$ cat src/rtl/ram_arb_pkg.sv
// Shared types and default widths for the two-port RAM arbiter.
// Port ids, command payload and a port-to-one-hot helper.
package ram_arb_pkg;

    localparam int unsigned ADDR_W_DEF = 32;
    localparam int unsigned DATA_W_DEF = 32;
    localparam int unsigned NPORT      = 2;

    typedef enum logic {
        PORT_CPU = 1'b0,
        PORT_LDR = 1'b1
    } port_e;

    // Command payload at the default widths; the top re-declares it at its own widths.
    typedef struct packed {
        logic                  valid;
        port_e                 port;
        logic                  wr;
        logic [ADDR_W_DEF-1:0] addr;
        logic [DATA_W_DEF-1:0] wdata;
    } cmd_t;

    function automatic logic [NPORT-1:0] port_onehot(input port_e p);
        return (p == PORT_LDR) ? 2'b10 : 2'b01;
    endfunction

endpackage

$ cat src/rtl/ram_arb_rr.sv
// Round-robin grant with per-requester lock for two RAM requesters.
// Grant is combinational; pointer and lock owner advance only on accepted transfers.
module ram_arb_rr
    import ram_arb_pkg::*;
(
    input  logic             clk,
    input  logic             rst_n,
    input  logic [NPORT-1:0] req,
    input  logic [NPORT-1:0] lock,
    output logic [NPORT-1:0] gnt_c
);

    port_e            ptr_q;
    port_e            own_q;
    logic             own_v_q;
    logic             held_c;
    logic [NPORT-1:0] acc_c;

    // Owner keeps the grant only while it still requests with lock high.
    always_comb begin
        gnt_c  = '0;
        held_c = own_v_q && req[own_q] && lock[own_q];
        if (!rst_n) begin
            gnt_c = '0;
        end else if (held_c) begin
            gnt_c = port_onehot(own_q);
        end else if (req == 2'b11) begin
            gnt_c = port_onehot(ptr_q);
        end else begin
            gnt_c = req;
        end
    end

    assign acc_c = req & gnt_c;

    always_ff @(posedge clk or negedge rst_n) begin
        if (!rst_n) begin
            ptr_q   <= PORT_CPU;
            own_q   <= PORT_CPU;
            own_v_q <= 1'b0;
        end else if (|acc_c) begin
            ptr_q   <= acc_c[1] ? PORT_CPU : PORT_LDR;
            own_q   <= acc_c[1] ? PORT_LDR : PORT_CPU;
            own_v_q <= |(acc_c & lock);
        end else begin
            own_v_q <= 1'b0;
        end
    end

endmodule

$ cat src/rtl/ram_arbiter.sv
// Two-port arbiter in front of a single-port RAM with a two-stage pipeline:
// accept -> command register -> RAM access / read capture -> response pulse.
module ram_arbiter
    import ram_arb_pkg::*;
#(
    parameter int unsigned ADDR_W = ADDR_W_DEF,
    parameter int unsigned DATA_W = DATA_W_DEF
) (
    input  logic                  clk,
    input  logic                  rst_n,
    input  logic [NPORT-1:0]      req,
    input  logic [NPORT-1:0]      lock,
    input  logic [NPORT-1:0]      wr,
    input  logic [2*ADDR_W-1:0]   addr,
    input  logic [2*DATA_W-1:0]   wdata,
    output logic [NPORT-1:0]      gnt,
    output logic [NPORT-1:0]      rsp_valid,
    output logic [DATA_W-1:0]     rdata,
    output logic [ADDR_W-1:0]     ram_a,
    output logic [DATA_W-1:0]     ram_wd,
    output logic                  ram_we,
    input  logic [DATA_W-1:0]     ram_rd
);

    typedef struct packed {
        logic              valid;
        port_e             port;
        logic              wr;
        logic [ADDR_W-1:0] addr;
        logic [DATA_W-1:0] wdata;
    } cmd_w_t;

    cmd_w_t cmd_q;
    cmd_w_t cmd_nxt_c;
    logic   acc_any_c;

    ram_arb_rr u_rr (
        .clk   (clk),
        .rst_n (rst_n),
        .req   (req),
        .lock  (lock),
        .gnt_c (gnt)
    );

    // Payload fields only load on accept so the RAM address/data hold when idle.
    always_comb begin
        acc_any_c       = |(req & gnt);
        cmd_nxt_c       = cmd_q;
        cmd_nxt_c.valid = acc_any_c;
        if (acc_any_c) begin
            cmd_nxt_c.port  = gnt[1] ? PORT_LDR : PORT_CPU;
            cmd_nxt_c.wr    = gnt[1] ? wr[1] : wr[0];
            cmd_nxt_c.addr  = gnt[1] ? addr[2*ADDR_W-1:ADDR_W] : addr[ADDR_W-1:0];
            cmd_nxt_c.wdata = gnt[1] ? wdata[2*DATA_W-1:DATA_W] : wdata[DATA_W-1:0];
        end
    end

    // Stage 1: command register; ram_we is a dedicated flop mirroring valid && wr.
    always_ff @(posedge clk or negedge rst_n) begin
        if (!rst_n) begin
            cmd_q  <= '0;
            ram_we <= 1'b0;
        end else begin
            cmd_q  <= cmd_nxt_c;
            ram_we <= cmd_nxt_c.valid && cmd_nxt_c.wr;
        end
    end

    assign ram_a  = cmd_q.addr;
    assign ram_wd = cmd_q.wdata;

    // Stage 2: capture read data and raise the one-cycle completion pulse.
    always_ff @(posedge clk or negedge rst_n) begin
        if (!rst_n) begin
            rsp_valid <= '0;
            rdata     <= '0;
        end else begin
            rsp_valid <= cmd_q.valid ? port_onehot(cmd_q.port) : '0;
            if (cmd_q.valid && !cmd_q.wr) begin
                rdata <= ram_rd;
            end
        end
    end

    a_gnt_onehot: assert property (@(posedge clk) disable iff (!rst_n) $onehot0(gnt));
    a_gnt_req:    assert property (@(posedge clk) disable iff (!rst_n) (gnt & ~req) == 2'b00);
    a_we_cmd:     assert property (@(posedge clk) disable iff (!rst_n)
                                   ram_we == (cmd_q.valid && cmd_q.wr));

endmodule

$ cat config.mk
export PLATFORM = sky130hd
export DESIGN_NAME = ram_arbiter
export DESIGN_NICKNAME = d
export VERILOG_FILES = /design/src/rtl/ram_arb_pkg.sv /design/src/rtl/ram_arb_rr.sv /design/src/rtl/ram_arbiter.sv
export SDC_FILE = /design/constraint.sdc
export NUM_CORES = 1
export LEC_CHECK = 0
export ABC_CLOCK_PERIOD_IN_PS = 1800
export CAP_MARGIN = 10
export CORE_MARGIN = 3
export CORE_UTILIZATION = 41
export CTS_CLUSTER_DIAMETER = 50
export DETAILED_ROUTE_END_ITERATION = 6
export GPL_TIMING_DRIVEN = 1
export PLACE_DENSITY = 0.81
export SLEW_MARGIN = 25
export SYNTH_ARGS = -nofsm -noshare
export SYNTH_HDL_FRONTEND = slang
export SYNTH_SLANG_ARGS = --single-unit
$ cat constraint.sdc
create_clock -name clk -period 1.8 [get_ports clk]
set_input_delay 0.18 -clock clk [delete_from_list [all_inputs] [get_ports clk]]
set_output_delay 0.18 -clock clk [all_outputs]
set_load 0.1 [all_outputs]
==> key figures <==
Power
  • Pwr Total: 15.9 mW
  • P_leak: 3.19 nW
  • PwrDens: 1970 nW/um^2
  • Maximum vdd drop: 966 uV

Route
  • Final ANT Viol Nets: 0
  • Via density: 5.85
  • Pre-antenna DRT Iters: 5
  • Drt drc: 0
  • Detailed-route via count: 5298
  • WL per Instance: 19.7 microns
  • Total Wirelength: 17.8 mm
  • 1st-iter DRT viols: 499

Yosys
  • Cell taking the most area after synthesis: dfrtp_1
  • Top-count cell post-synth: dfrtp_1
  • Share of the synthesized area in the top cell type: 48.1%
  • Mapped cell area: 5460 sq um
  • Syn avg cell area: 9.95 sq um
  • Ys Warns: 0
  • Sequential area share after synthesis: 48.1%
  • Top post-synthesis cells by count: dfrtp_1, nand3_1, a211oi_1, a31oi_1, buf_4
  • Largest cells by area after synthesis: dfrtp_1, a211oi_1, buf_4, a31oi_1, mux2_2
  • #FFs+latches synth: 105
  • Post-synth net total: 717
  • Async SR Flop Fraction: 100%
  • Mapped Cells: 549
  • Post-synth cell types: 27
  • EDFF count, synth: 0
  • Most used DFF post-synth: dfrtp_1

Clock network
  • CTS sink count: 105
  • Root buffer cell: clkbuf_16
  • Num CTS Buffers: 9
  • H-tree lvl count: 3
  • Worst-path clk slew: 0.07 ns
  • Skew-Pair Late Insertion Delay: 0.34 ns
  • Clock Path Buffers: 2
  • CTS tree: done

Worst setup path
  • CP max stage delay: 0.41 ns
  • FF-to-FF Start: u_rr.own_q
  • Critical path fanouts, max: 4
  • Slowest-stage cell, CP: dfrtp_1
  • Crit-path leading delay family: compound AO/OA/AOI/OAI gates
  • Critical path data arrival time: 1.56 ns
  • Worst Path Buf+Inv: 2
  • Worst path depth: 5
  • Worst EP required: 1.62 ns
  • Worst-path cell chain: a21boi_4 > o22ai_4 > a21o_4 > inv_4 > buf_12
  • Crit Path Class: reg2out
  • Worst reg2reg path endpoint: ram_wd[14]
  • FF-to-FF setup slack: 0.21 ns
  • Worst-case reg-to-reg path depth: 5
  • Worst setup EP type: output pin
  • Worst Setup Start Kind: flop

Job
  • MaxCap Viol Count: 0

Timing
  • Setup violations, final: 0
  • Fin crit share: 96.9%
  • Hold Vio Cnt, Final: 0
  • Fin Clk Skew: 0.00776 ns
  • Min cycle time layout: 1.74 ns
  • Slew @ Worst Pin: 0.829 ns
  • Worst rel slew slack: 44.7%
  • Max-slew violations: 0
  • Highest clock rate: 573 MHz
  • Fin Hold WS: 0.292 ns
  • RSZ-0062 raised after global routing: no

Layout
  • Nets: 896
  • Multi-input logic area: 2120 sq um
  • Ant diodes: 0
  • Finished Layout Cells: 905
  • Share of cells above drive strength 1: 25.4%
  • Area grow syn2layout: 47.5%
  • Storage element area: 2630 sq um
  • Filler cells: 1019

Global route
  • Global-route wire length before repair: 27.4 mm
  • Initial antenna violation count: 0
  • Pin count of the biggest net entering global routing: 68
  • GR Overflow Total: 0
  • Total global-route track usage: 23.1%
  • Vias in the first global route: 5308

Floorplan
  • Die height: 121 microns
  • Core Area: 12800 sq um
  • # rows: 41
  • Initial Util: 42.6%
  • Full die area: 14700 sq um
  • Die W: 121 microns
  • # IOs: 269

Placement
  • Dpl hpwl: 12.5 mm
  • Placer Congestion: 0.760
  • Placed Cells: 883
  • Port buffer count: 268

Min path
  • WHS Path Cells: 2
  • Worst hold start: req[0]
  • Hold path endpoint: u_rr.own_v_q
  • Worst hold path class: in2reg

Status
  • Status: complete, no violations
[layout make-up]
cell class                 count  share of cell area (%)
multi-input combinational    315                    26.4
tap                          172                    2.67
inverter                       3                   0.171
sequential                   105                    32.6
clock inverter                 6                   0.807
timing repair buffer         294                    34.5
clock buffer                  10                    2.84
[per-stage QoR]
stage / TNS [ns] / setup slack, ns / instance area [sq um] / utilization (%)
floorplan: 0 / 0.000781 / 5460 / -
global placement: -0.00620 / -0.00620 / 7690 / 60.0
detailed placement: -0.911 / -0.0610 / 7690 / 60.0
CTS: 0 / 0.0210 / 8020 / 62.6
global route: 0 / 0.00105 / 8060 / 62.8
finish: 0 / 0.0554 / 8060 / 62.8
[cell usage in the layout (no fill, tap or decap), types with 2 or more instances in the layout]
master             n
o21ai_1           10
buf_12            13
o21ai_0           56
mux2_2            30
clkinv_2           2
nand2_1            3
a211oi_1          65
clkdlybuf4s50_1  165
clkbuf_16          9
inv_6              2
nand3_1           65
and2_1             2
o21a_1             2
a31oi_1           65
buf_4            114
mux2_1             2
dfrtp_1          104
[power by group]
part | internal, mW | switching (mW) | leakage [nW]
clock | 1.08 | 0.843 | 0.143
combinational | 2.32 | 7.92 | 1.81
sequential | 3.23 | 0.507 | 1.23
[kinds of logic after synthesis]
group / count (synthesis) / synth area share [%]
simple gates: 77 / 7.12
buf+inv: 129 / 14.2
mux: 33 / 6.78
flops: 105 / 48.1
compound gates: 205 / 23.8
[flip-flops by register name (all words and copies together) (netlist names)]
| signal | count |
|---|---|
| ram_wd | 32 |
| u_rr.ptr_q | 1 |
| ram_we | 1 |
| rsp_valid | 2 |
| cmd_q | 3 |
| u_rr.own_v_q | 1 |
| ram_a | 32 |
| u_rr.own_q | 1 |
| rdata | 32 |
[worst max-delay path by stage]
stage / start / endpoint / slack, ns
3_5_place_dp: lock[1] / ram_wd[26] / -0.06
2_1_floorplan: u_rr.own_v_q / u_rr.own_v_q / 0.0008
4_1_cts: u_rr.ptr_q / gnt[1] / 0.02
6_report: u_rr.ptr_q / gnt[1] / 0.06
3_3_place_gp: lock[1] / gnt[0] / -0.006
5_1_grt: lock[0] / gnt[0] / 0.001
[routing by layer]
metal,vias up,GRT usage [%],share of wire (%),routed length (microns)
met1,2572,28.0,38,6750
met4,0,8.96,3.2,566
met5,-,0,0,0
met2,331,40.0,50,8910
met3,43,4.94,8.9,1580
li1,2352,-,-,-
[what timing repair did]
item                                    in CTS  in global routing
hold buffers                                 1                  0
endpoints found under the setup margin       2                  2
buffers inserted                             2                  3
hold endpoints to repair                    38                  0
resized for setup                            5                  3
pin swaps                                    1                  0
Power figures use the tool's default switching activity.
